--- config.mk ---
export PLATFORM = sky130hd
export DESIGN_NAME = ddr_port_arbiter
export DESIGN_NICKNAME = d
export VERILOG_FILES = /design/src/rtl/ddr_port_arbiter.sv
export SDC_FILE = /design/constraint.sdc
export NUM_CORES = 1
export LEC_CHECK = 0
export CAP_MARGIN = 10
export CORE_ASPECT_RATIO = 1.75
export CORE_MARGIN = 3
export CORE_UTILIZATION = 44
export DETAILED_ROUTE_END_ITERATION = 10
export PLACE_DENSITY = 0.9
export SYNTH_ARGS = -nofsm -noshare
export SYNTH_HDL_FRONTEND = slang
export SYNTH_SLANG_ARGS = --single-unit
--- constraint.sdc ---
create_clock -name clk -period 2.26 [get_ports clk]
set_clock_uncertainty 0.2 [all_clocks]
set_input_delay 0.339 -clock clk [delete_from_list [all_inputs] [get_ports clk]]
set_output_delay 0.339 -clock clk [all_outputs]
set_load 0.05 [all_outputs]
--- src/rtl/ddr_port_arbiter.sv ---
// Two-port arbiter serialising single-word transactions onto the DDR controller port.
// Optional pause-stuck watchdog is compiled in with `define DDR_ARB_TIMEOUT_EN.
//
// state | meaning
// IDLE  | waiting for a request; winner chosen and its command latched on grant
// ISSUE | latched command loaded onto the ddr_* outputs, strobe raised
// HOLD  | one cycle for the controller to raise pause; pause ignored
// WAIT  | waiting for pause to fall (or the watchdog to expire)
// DONE  | ack (and rdata_valid for reads) visible to the owning port

module ddr_port_arbiter #(
`ifdef DDR_ARB_TIMEOUT_EN
   parameter int TIMEOUT_CYCLES = 4096,
`endif
   parameter int CAM_BURST_MAX  = 8
) (
   input  logic        clk,
   input  logic        reset_n,
   input  logic        req0,
   input  logic        req1,
   input  logic        write0,
   input  logic        write1,
   input  logic [19:0] addr0,
   input  logic [19:0] addr1,
   input  logic [31:0] wdata0,
   input  logic [31:0] wdata1,
   output logic        ack0,
   output logic        ack1,
   output logic [31:0] rdata,
   output logic        rdata_valid,
   output logic [19:0] ddr_addr,
   output logic [31:0] ddr_data_write,
   output logic        ddr_wren,
   output logic        ddr_cmd_strobe,
   input  logic [31:0] data_read,
   input  logic        pause,
   output logic        grant_owner,
   output logic        arb_timeout
);

   typedef enum logic [2:0] {
      S_IDLE,
      S_ISSUE,
      S_HOLD,
      S_WAIT,
      S_DONE
   } state_t;

   localparam logic [3:0] LP_CAM_MAX = 4'(CAM_BURST_MAX);

   state_t      r_state;
   state_t      w_state_nxt;

   logic        r_owner;
   logic        r_last_grant;
   logic [3:0]  r_cam_run;
   logic        r_write;
   logic [19:0] r_addr;
   logic [31:0] r_wdata;

   logic        r_ack0;
   logic        r_ack1;
   logic [31:0] r_rdata;
   logic        r_rdata_valid;
   logic [19:0] r_ddr_addr;
   logic [31:0] r_ddr_wdata;
   logic        r_ddr_wren;
   logic        r_cmd_strobe;

   logic        w_any_req;
   logic        w_pick1;
   logic        w_grant;
   logic        w_complete;
   logic        w_timeout;

   assign w_any_req  = req0 | req1;
   // Tie: round-robin, except port 0 keeps winning until its run hits the burst cap.
   assign w_pick1    = req1 & (~req0 | (~r_last_grant & (r_cam_run >= LP_CAM_MAX)));
   assign w_grant    = (r_state == S_IDLE) & w_any_req;
   assign w_complete = (r_state == S_WAIT) & ~pause;

`ifdef DDR_ARB_TIMEOUT_EN
   logic [15:0] r_to_cnt;
   logic        r_arb_timeout;

   assign w_timeout = (r_state == S_WAIT) & pause & (r_to_cnt == 16'd0);

   always_ff @(posedge clk or negedge reset_n) begin
      if (!reset_n) begin
         r_to_cnt      <= 16'd0;
         r_arb_timeout <= 1'b0;
      end else begin
         if (r_state == S_HOLD)
            r_to_cnt <= 16'(TIMEOUT_CYCLES - 1);
         else if ((r_state == S_WAIT) && (r_to_cnt != 16'd0))
            r_to_cnt <= r_to_cnt - 16'd1;
         if (w_timeout)
            r_arb_timeout <= 1'b1;
      end
   end

   assign arb_timeout = r_arb_timeout;
`else
   assign w_timeout   = 1'b0;
   assign arb_timeout = 1'b0;
`endif

   always_ff @(posedge clk or negedge reset_n) begin
      if (!reset_n)
         r_state <= S_IDLE;
      else
         r_state <= w_state_nxt;
   end

   always_comb begin
      w_state_nxt = r_state;
      case (r_state)
         S_IDLE:  if (w_any_req) w_state_nxt = S_ISSUE;
         S_ISSUE: w_state_nxt = S_HOLD;
         S_HOLD:  w_state_nxt = S_WAIT;
         S_WAIT:  if (w_complete | w_timeout) w_state_nxt = S_DONE;
         S_DONE:  w_state_nxt = S_IDLE;
         default: w_state_nxt = S_IDLE;
      endcase
   end

   always_ff @(posedge clk or negedge reset_n) begin
      if (!reset_n) begin
         r_owner       <= 1'b0;
         r_last_grant  <= 1'b1;
         r_cam_run     <= 4'd0;
         r_write       <= 1'b0;
         r_addr        <= 20'd0;
         r_wdata       <= 32'd0;
         r_ack0        <= 1'b0;
         r_ack1        <= 1'b0;
         r_rdata       <= 32'd0;
         r_rdata_valid <= 1'b0;
         r_ddr_addr    <= 20'd0;
         r_ddr_wdata   <= 32'd0;
         r_ddr_wren    <= 1'b0;
         r_cmd_strobe  <= 1'b0;
      end else begin
         r_cmd_strobe  <= 1'b0;
         r_ack0        <= 1'b0;
         r_ack1        <= 1'b0;
         r_rdata_valid <= 1'b0;

         if (w_grant) begin
            r_owner      <= w_pick1;
            r_last_grant <= w_pick1;
            r_write      <= w_pick1 ? write1 : write0;
            r_addr       <= w_pick1 ? addr1  : addr0;
            r_wdata      <= w_pick1 ? wdata1 : wdata0;
            // Saturate so a long solo camera run cannot wrap and re-arm the override.
            if (w_pick1)
               r_cam_run <= 4'd0;
            else if (r_cam_run < LP_CAM_MAX)
               r_cam_run <= r_cam_run + 4'd1;
         end

         if (r_state == S_ISSUE) begin
            r_ddr_addr   <= r_addr;
            r_ddr_wdata  <= r_wdata;
            r_ddr_wren   <= r_write;
            r_cmd_strobe <= 1'b1;
         end

         if (w_complete | w_timeout) begin
            r_ack0 <= ~r_owner;
            r_ack1 <= r_owner;
         end

         if (w_complete & ~r_write) begin
            r_rdata       <= data_read;
            r_rdata_valid <= 1'b1;
         end
      end
   end

   assign ack0           = r_ack0;
   assign ack1           = r_ack1;
   assign rdata          = r_rdata;
   assign rdata_valid    = r_rdata_valid;
   assign ddr_addr       = r_ddr_addr;
   assign ddr_data_write = r_ddr_wdata;
   assign ddr_wren       = r_ddr_wren;
   assign ddr_cmd_strobe = r_cmd_strobe;
   assign grant_owner    = r_owner;

endmodule

==> results of run 1 <==
-- metal layers --
layer | up-vias | track usage [%] | part of all wire [%]
met3 | 43 | 5.779 | 6.8
li1 | 2259 | - | -
met4 | 0 | 10.36 | 3.6
met1 | 2438 | 21.13 | 34
met2 | 196 | 39.91 | 55
met5 | - | 0 | 0
-- flip-flops by register name, indices dropped and copies added, names as in the netlist --
| name | count |
|---|---|
| ack0 | 1 |
| r_addr | 20 |
| ddr_addr | 20 |
| r_cam_run | 4 |
| rdata | 32 |
| ddr_wren | 1 |
| r_state | 3 |
| ddr_cmd_strobe | 1 |
| r_last_grant | 1 |
| r_write | 1 |
| r_wdata | 32 |
| ddr_data_write | 32 |
| rdata_valid | 1 |
| grant_owner | 1 |
| ack1 | 1 |
-- repair_timing --
| action | in CTS | in global routing |
|---|---|---|
| hold buffers | 1 | 0 |
| hold endpoints to repair | 48 | 0 |
| resized for setup | 0 | 0 |
-- cell families (layout without fill, tap and decap cells) --
family | after synthesis | in the layout | share of synthesized area (%)
and+or+nand+nor | 126 | 126 | 8.617
other | 1 | 1 | 0.06077
buffers and inverters | 38 | 285 | 3.832
DFF | 151 | 151 | 61.25
AOI/OAI and AO/OA | 120 | 120 | 10.32
adders and majority gates | 2 | 2 | 0.4055
muxes | 85 | 85 | 15.51
-- worst min path at each step --
stage	start	slack, ns	endpoint
3_3_place_gp	reset_n	0.10	rdata[15]
5_1_grt	reset_n	0.27	rdata[12]
6_report	reset_n	0.23	rdata[15]
4_1_cts	reset_n	0.26	rdata[15]
3_5_place_dp	reset_n	0.12	rdata[15]
2_1_floorplan	reset_n	-0.16	ack0
-- final cells by class --
cell class / instances / area [µm²] / area share [%]
flip-flops and latches: 151 / 3780 / 40.68
well taps: 174 / 217.7 / 2.343
inverters: 5 / 18.77 / 0.2020
multi-input cells: 334 / 2177 / 23.43
repair buffers: 248 / 2534 / 27.27
clock buffers: 19 / 452.9 / 4.874
clock inverters: 13 / 112.6 / 1.212
-- placed cells by master, fill, tap and decap left out, drive strengths merged, types with 2 or more instances in the layout --
cell type      instances
clkdlybuf4s50        231
dfrtp                150
a21oi                108
mux2                  85
nor2                  60
nand2                 53
clkbuf                19
buf                   16
inv                   11
clkinvlp               5
nor3                   4
o21ai                  4
a22o                   2
ha                     2
clkinv                 2
nor3b                  2
and2b                  2
-- report_power, final --
group	internal, W	switching (W)	total [W]
combinational	0.00299	0.00461	0.00760
sequential	0.00407	0.000778	0.00485
clock	0.00150	0.00117	0.00266
-- through the flow --
step	cell area [µm²]	setup slack, ns
5_1_grt	9293	0.03820
3_5_place_dp	8717	0.02655
3_3_place_gp	8717	0.08804
6_report	9293	0.08170
4_1_cts	9293	0.07045
2_1_floorplan	6171	0.5395
==> results.ini, run 1 <==
[status]
run_status=finished clean

[routing]
dr_total_vias=4936
post_drt_via_cell_ratio=5.229
drt_iter0_drc=199
wl_per_cell_um=17.74
drtAntennaViolNets=0
drtPass1Iterations=6
route.final.wire_length_mm=16.75
remaining_drc_errors=0

[floorplanning]
die_span_in_x_um=95.52
start_util_pct=45.40
dieArea_mm2=0.01554
boundaryPins=234
core_area_mm2=0.01359
fp-row-count=56
chipHeight_um=162.7

[clock_network]
clock_tree_from_tritoncts=done
clockRootBuffer=sky130_fd_sc_hd__clkbuf_16
htreeDepth=4
clkTransAtPathRegs_ns=0.06
cts_buffers=17
maximum_root_to_sink_buffer_count=2
cts_sinks=151
clock_insertion_delay_worst_skew_ns=0.40
cts_setup_buffers=0

[run]
maxcap_violations=0

[placed_design]
gp_congestion=0.8383
place.port_buffers=232
place.detailed.instances=911
detailedPlacementHpwl_mm=12.28

[sta]
layout_min_cycle_time_ns=2.178
max_slew_margin_pct=63.06
final_hold_viol_count=0
final_critical_path_share_of_the_clock_period_pct=96.39
rsz0062_at_grt=false
max_freq_ghz=0.4591
setup_violations=0
fin_hold_ws_ns=0.2324
final_total_negative_setup_slack_ns=0
tightest_slew_ns=0.5524
final-max-slew-violation-count=0

[global_routing]
grt_antenna_before_repair=0
globalRoute.totalOverflow=0
grt_max_degree=57
grt_pass1_vias=5409
track_usage_pct=21.46
grt_first_pass_wirelength_mm=25.96

[synth]
syn-num-nets=668
yosys_register_bits=151
syn_inst=523
ys.flop_type=sky130_fd_sc_hd__dfrtp_1
synth_area_per_cell_um2=11.80
post_synth_arst_share_pct=100.0
register_area_share_after_synthesis_pct=61.25
synth_area_mm2=0.006171
post_synth_most_frequent_cells=sky130_fd_sc_hd__dfrtp_1, sky130_fd_sc_hd__a21oi_1, sky130_fd_sc_hd__mux2_2
synth.top_cell.area_share_pct=60.83
ys.warnings.count=0
netlist.top_cell.by_area=sky130_fd_sc_hd__dfrtp_1
synth-edff-count=0
post_synth_num_cell_types=32
yosys.cell_count.top_type=sky130_fd_sc_hd__dfrtp_1
post_synth_main_area_contributors=sky130_fd_sc_hd__dfrtp_1, sky130_fd_sc_hd__mux2_2, sky130_fd_sc_hd__a21oi_1

[critical_path]
worst_path_largest_cell_delay_ns=0.85
reg2reg_depth=5
crit_path_end=grant_owner
worstSetupEndpointType=output pin
worstSetupStartpoint=grant_owner
rr_endpoint=r_addr[19]
cp_cell_sequence=clkdlybuf4s50_1
required_arrival_time_at_the_worst_endpoint_ns=1.72
worst-path-max-fanout=4
worstPathArrival_ns=1.64
worstSetupPathDepth=1
worst_path_max_delay_cell=sky130_fd_sc_hd__clkdlybuf4s50_1
path_delay_family=buffers and inverters
crit_type=reg2out
setup.worst_path.start_class=flip-flop
minimum_setup_slack_among_reg_to_reg_paths_ns=0.40
crit_buf_inv=1
worst_r2r_startpoint=r_last_grant

[power_and_ir_drop]
leakage_nw=3.926
max-vdd-ir-drop_mv=0.9993
power_w=0.01512
cellPowerDensity_mw_per_mm2=1627

[hold_path]
worst_min_delay_path_category=in2async

[final_layout]
drive_gt1_share_pct=18.44
fin_cells=944
finalNetCount=902
insertedDiodeCount=0
final_core_util_pct=68.36
layout.filler_cells=987
syn2layout_area_growth_pct=50.59

Note: power is estimated with default switching activity, not from simulation.
==> run 2, diff against run 1 <==
--- a/config.mk
+++ b/config.mk
@@ -9,6 +9,7 @@
 export CORE_ASPECT_RATIO = 1.75
 export CORE_MARGIN = 3
 export CORE_UTILIZATION = 44
+export CTS_CLUSTER_DIAMETER = 100
 export DETAILED_ROUTE_END_ITERATION = 10
 export PLACE_DENSITY = 0.9
 export SYNTH_ARGS = -nofsm -noshare
==> results of run 2 <==
The final DEF is identical to that of run 1; final timing and power are the same.
